--- src/rtl/obstacle_scheduler.sv ---
// Obstacle slot scheduler: spawns obstacles into lanes, scrolls them left
// each frame tick, and paces spawns with an LFSR-driven cooldown.
module obstacle_scheduler #(
    parameter int NSLOT         = 4,
    parameter int CORDW         = 10,
    parameter int X_SPAWN       = 750,
    parameter int X_MIN         = 170,
    parameter int SPEED0        = 2,
    parameter int MAX_SPEED     = 8,
    parameter int MIN_GAP       = 40,
    parameter int GAP_MASK      = 63,
    parameter int SPEEDUP_EVERY = 8
) (
    input  logic                   Clk,
    input  logic                   Reset,
    input  logic                   tick,
    input  logic                   run,
    input  logic                   collide,
    input  logic                   restart,
    output logic [NSLOT-1:0]       obs_valid,
    output logic [NSLOT*CORDW-1:0] obs_x,
    output logic [2*NSLOT-1:0]     obs_lane,
    output logic [3:0]             speed,
    output logic [1:0]             sched_state
);

    localparam int IW = (NSLOT > 1) ? $clog2(NSLOT) : 1;

    typedef enum logic [1:0] {
        IDLE = 2'd0,
        RUN  = 2'd1,
        HALT = 2'd2
    } state_t;

    state_t           state_q, state_n;
    logic [NSLOT-1:0] valid_q, valid_n;
    logic [CORDW-1:0] x_q    [NSLOT];
    logic [CORDW-1:0] x_n    [NSLOT];
    logic [1:0]       lane_q [NSLOT];
    logic [1:0]       lane_n [NSLOT];
    logic [3:0]       speed_q, speed_n;
    logic [7:0]       cool_q, cool_n;
    logic [7:0]       cnt_q, cnt_n;
    logic [15:0]      lfsr_q, lfsr_n;
    logic [7:0]       reload;
    logic [CORDW:0]   lim;
    logic             free_any;
    logic [IW-1:0]    free_idx;

    assign reload = 8'(MIN_GAP) + (lfsr_q[9:2] & 8'(GAP_MASK));
    assign lim    = (CORDW+1)'(X_MIN) + (CORDW+1)'(speed_q);

    // Lowest-index slot that was free before this tick.
    always_comb begin
        free_any = 1'b0;
        free_idx = '0;
        for (int i = NSLOT - 1; i >= 0; i--) begin
            if (!valid_q[i]) begin
                free_any = 1'b1;
                free_idx = IW'(i);
            end
        end
    end

    always_comb begin
        state_n = state_q;
        valid_n = valid_q;
        x_n     = x_q;
        lane_n  = lane_q;
        speed_n = speed_q;
        cool_n  = cool_q;
        cnt_n   = cnt_q;
        lfsr_n  = lfsr_q;
        unique case (state_q)
            IDLE: begin
                valid_n = '0;
                for (int i = 0; i < NSLOT; i++) begin
                    x_n[i]    = '0;
                    lane_n[i] = '0;
                end
                speed_n = 4'(SPEED0);
                cool_n  = 8'(MIN_GAP);
                cnt_n   = '0;
                if (run) state_n = RUN;
            end
            RUN: begin
                if (!run) begin
                    state_n = IDLE;
                end else if (collide) begin
                    state_n = HALT;
                end else if (tick) begin
                    lfsr_n = {lfsr_q[0] ^ lfsr_q[2] ^ lfsr_q[3] ^ lfsr_q[5],
                              lfsr_q[15:1]};
                    for (int i = 0; i < NSLOT; i++) begin
                        if (valid_q[i]) begin
                            if ({1'b0, x_q[i]} < lim) valid_n[i] = 1'b0;
                            else x_n[i] = x_q[i] - CORDW'(speed_q);
                        end
                    end
                    if (cool_q != 8'd0) begin
                        cool_n = cool_q - 8'd1;
                    end else if (lfsr_q[1:0] == 2'd0) begin
                        cool_n = reload;
                    end else if (free_any) begin
                        // Free slot is judged on pre-tick valid, so a slot
                        // retiring now is not reused until the next tick.
                        for (int i = 0; i < NSLOT; i++) begin
                            if (IW'(i) == free_idx) begin
                                valid_n[i] = 1'b1;
                                x_n[i]     = CORDW'(X_SPAWN);
                                lane_n[i]  = lfsr_q[1:0];
                            end
                        end
                        cool_n = reload;
                        if (cnt_q == 8'(SPEEDUP_EVERY - 1)) begin
                            cnt_n = '0;
                            if (speed_q < 4'(MAX_SPEED))
                                speed_n = speed_q + 4'd1;
                        end else begin
                            cnt_n = cnt_q + 8'd1;
                        end
                    end
                end
            end
            HALT: begin
                if (!run || restart) state_n = IDLE;
            end
            default: state_n = IDLE;
        endcase
    end

    always_ff @(posedge Clk or posedge Reset) begin
        if (Reset) begin
            state_q <= IDLE;
            valid_q <= '0;
            for (int i = 0; i < NSLOT; i++) begin
                x_q[i]    <= '0;
                lane_q[i] <= '0;
            end
            speed_q <= 4'(SPEED0);
            cool_q  <= 8'(MIN_GAP);
            cnt_q   <= '0;
            lfsr_q  <= 16'hACE1;
        end else begin
            state_q <= state_n;
            valid_q <= valid_n;
            x_q     <= x_n;
            lane_q  <= lane_n;
            speed_q <= speed_n;
            cool_q  <= cool_n;
            cnt_q   <= cnt_n;
            lfsr_q  <= lfsr_n;
        end
    end

    for (genvar g = 0; g < NSLOT; g++) begin : g_pack
        assign obs_x[g*CORDW +: CORDW] = x_q[g];
        assign obs_lane[2*g +: 2]      = lane_q[g];
    end

    assign obs_valid   = valid_q;
    assign speed       = speed_q;
    assign sched_state = state_q;

endmodule

--- config.mk ---
export PLATFORM = sky130hd
export DESIGN_NAME = obstacle_scheduler
export DESIGN_NICKNAME = d
export VERILOG_FILES = /design/src/rtl/obstacle_scheduler.sv
export SDC_FILE = /design/constraint.sdc
export NUM_CORES = 1
export LEC_CHECK = 0
export BUFFER_PORTS_ARGS = -buffer_cell sky130_fd_sc_hd__buf_2
export CORE_UTILIZATION = 60
export DETAILED_ROUTE_END_ITERATION = 7
export GPL_ROUTABILITY_DRIVEN = 0
export PLACE_DENSITY_LB_ADDON = 0.3
export SLEW_MARGIN = 30
export SYNTH_ARGS = -nofsm -noshare
export SYNTH_HDL_FRONTEND = slang
export SYNTH_SLANG_ARGS = --single-unit
export TNS_END_PERCENT = 100
--- constraint.sdc ---
create_clock -name Clk -period 5.9 [get_ports Clk]
set_input_delay 0.59 -clock Clk [delete_from_list [all_inputs] [get_ports Clk]]
set_output_delay 0.59 -clock Clk [all_outputs]
set_load 0.05 [all_outputs]
==> results_dict.tcl <==
set metrics [dict create \
    drive_gt1_frac 0.157 \
    finalSetupTns_ns 0 \
    wirelength_mm 14.2 \
    synth_area_leaders "dfrtp_1 36%, nand2_1 7.4%, ha_1 5.7%" \
    cts_buffer_depth 2 \
    drv_slew 0 \
    final_hold_viol_count 0 \
    syn_area_um2 5480 \
    crit_required_ns 6.21 \
    fin_area_um2 6070 \
    overflow 0 \
    netlist.area_leader.share 0.361 \
    yosys.area.top_type "dfrtp_1" \
    n_antenna_cell 0 \
    min_period_over_period 0.541 \
    timing.rr.start "cool_q[0]" \
    rsz0062_at_grt "false" \
    cts_tree "done" \
    fp.coreArea_um2 8760 \
    drt-pass1-iter-count 5 \
    post_cts_resize_count 0 \
    min_path_type "in -> async" \
    final_common_cell "nand2_1" \
    postCtsSetupRepairBufs 0 \
    ys_types 65 \
    ys_ff_latch 90 \
    drt_iter0_drc 342 \
    crit_path_max_fanout 12 \
    clock-sinks 90 \
    peakVddDrop_uv 136 \
    die_w_um 97.6 \
    syn_nets 659 \
    antenna_found_initial 0 \
    synth_edf_count 0 \
    timing.final.crit_period_ns 3.19 \
    grt_pass1_vias 4611 \
    io_pins 64 \
    maxCapViolCount 0 \
    yosysWarnings 0 \
    layout_common_cells "108 x nand2_1, 79 x dfrtp_1, 63 x buf_2" \
    post_dp_cell_area_um2 5860 \
    post-route-drc-count 0 \
    nFillCells 686 \
    vias_per_cell 6.55 \
    synthCells 620 \
    grt_use_total 0.303 \
    avgRoutedWirePerCell_um 18.1 \
    endpoint_kind "register" \
    h-tree-depth 3 \
    cp_data_arrival_time_ns 3.50 \
    final_antenna_net_count 0 \
    synth.avg_cell_area_um2 8.84 \
    power.leakage_uw 0.00299 \
    vias 5144 \
    clkLatencyLatePin_ns 0.37 \
    num_rows 34 \
    final_cells 785 \
    synth_flop_cell "dfrtp_1" \
    fmax_ghz 0.313 \
    crit_path_start_kind "register" \
    grt_max_degree 67 \
    ys_async_sr_fraction 1.00 \
    initial_core_util 0.625 \
    portBuffers 63 \
    grt_pass1_wl_mm 23.0 \
    clk_pin_slew_ns 0.09 \
    yosysSeqAreaShare 0.414 \
    multi_input_area_um2 3010 \
    root_buffer "clkbuf_8" \
    p_per_area_nw_per_um2 217 \
    worstSetupStartpoint "cool_q[0]" \
    postCtsHoldBufs 0 \
    critical_path_class "reg -> reg" \
    dieArea_um2 9520 \
    p_total_uw 1310 \
    nets 711 \
    area_delta_synth_final_pct 10.8 \
    worstMarginPinSlew_ns 0.802 \
    cts_inserted_buffers 9 \
    finClkSkew_ns 0.0153 \
    die_y_um 97.6 \
    status "complete, no violations" \
    setup_viol_count_final 0 \
    dp.cells 769 \
    dpl.hpwl_mm 9.92 \
    seq_area_um2 2270 \
    timing.hold.ws_ns 0.195 \
    relSlewSlack 0.465 \
]
critical path: stages, from the launching register on:
cell	delay, ns
dfrtp_1	0.43
inv_1	0.09
ha_1	0.20
or4b_1	0.62
or3_1	0.63
a211o_1	0.51
or3_1	0.40
a21oi_1	0.16
a21o_1	0.10
metal layers:
layer / share of wire / track usage / up-vias
met5: 0 / 0 / -
met4: 0.023 / 0.121 / 0
met3: 0.077 / 0.0360 / 38
met2: 0.47 / 0.471 / 281
met1: 0.43 / 0.433 / 2461
li1: - / - / 2364
cells by family (layout without fill, tap and decap cells):
kind of cell | after synthesis | after routing | share of synthesized area
multiplexers | 2 | 2 | 0.00388
AO/OA/AOI/OAI | 183 | 183 | 0.223
AND/OR/NAND/NOR | 243 | 243 | 0.212
buffers and inverters | 55 | 112 | 0.0393
flip-flops | 90 | 90 | 0.414
adder cells (fa/ha/maj) | 33 | 33 | 0.0863
XOR/XNOR | 14 | 14 | 0.0224
through the flow:
step                 util  setup WS [ns]
global route        0.692           2.56
global placement    0.669           2.81
floorplan               -           2.99
finish              0.692           2.71
CTS                 0.691           2.59
detailed placement  0.669           2.63
worst paths after layout:
path,end,slack [ns],cells after the start
max,cnt_q[7],2.71,8
min,obs_x[38],0.20,2
max reg2reg,cnt_q[7],2.71,8
min reg2reg,lfsr_q[10],0.46,2
max in group asynchronous,obs_x[39],4.54,3
min in group Clk,sched_state[0],0.42,2
area by class of cell:
type	count	area share
Tap cell	108	0.0223
Multi-Input combinational cell	475	0.496
Timing Repair Buffer	68	0.0581
Clock buffer	9	0.0204
Inverter	28	0.0175
Sequential cell	90	0.373
Clock inverter	7	0.0126
report_power, final:
group / internal, µW / total (µW) / switching [µW]
clock network: 199 / 437 / 238
logic: 69.1 / 208 / 139
registers: 641 / 670 / 28.9
total: 909 / 1310 / 406
sequential cells by signal, indices dropped and copies added (netlist names):
signal and cells:
cool_q 8, sched_state 2, obs_valid 4, obs_lane 8, obs_x 40, cnt_q 8
speed 4, lfsr_q 16
cells in the mapped netlist (5+ instances only):
cell	instances
fa_1	8
a31oi_1	8
or3_1	9
o211ai_1	7
nand3_1	19
nor2_1	39
a221o_1	8
o311ai_0	10
o22ai_1	9
nor3_1	13
o31ai_1	7
a21oi_1	31
nor2b_1	12
dfstp_2	11
clkbuf_1	22
nand2_1	108
o21ai_0	49
nor4_1	5
inv_1	28
a21o_1	9
xnor2_1	11
or4_1	5
o21a_1	8
ha_1	25
dfrtp_1	79
Note: power is estimated with default switching activity, not from simulation.
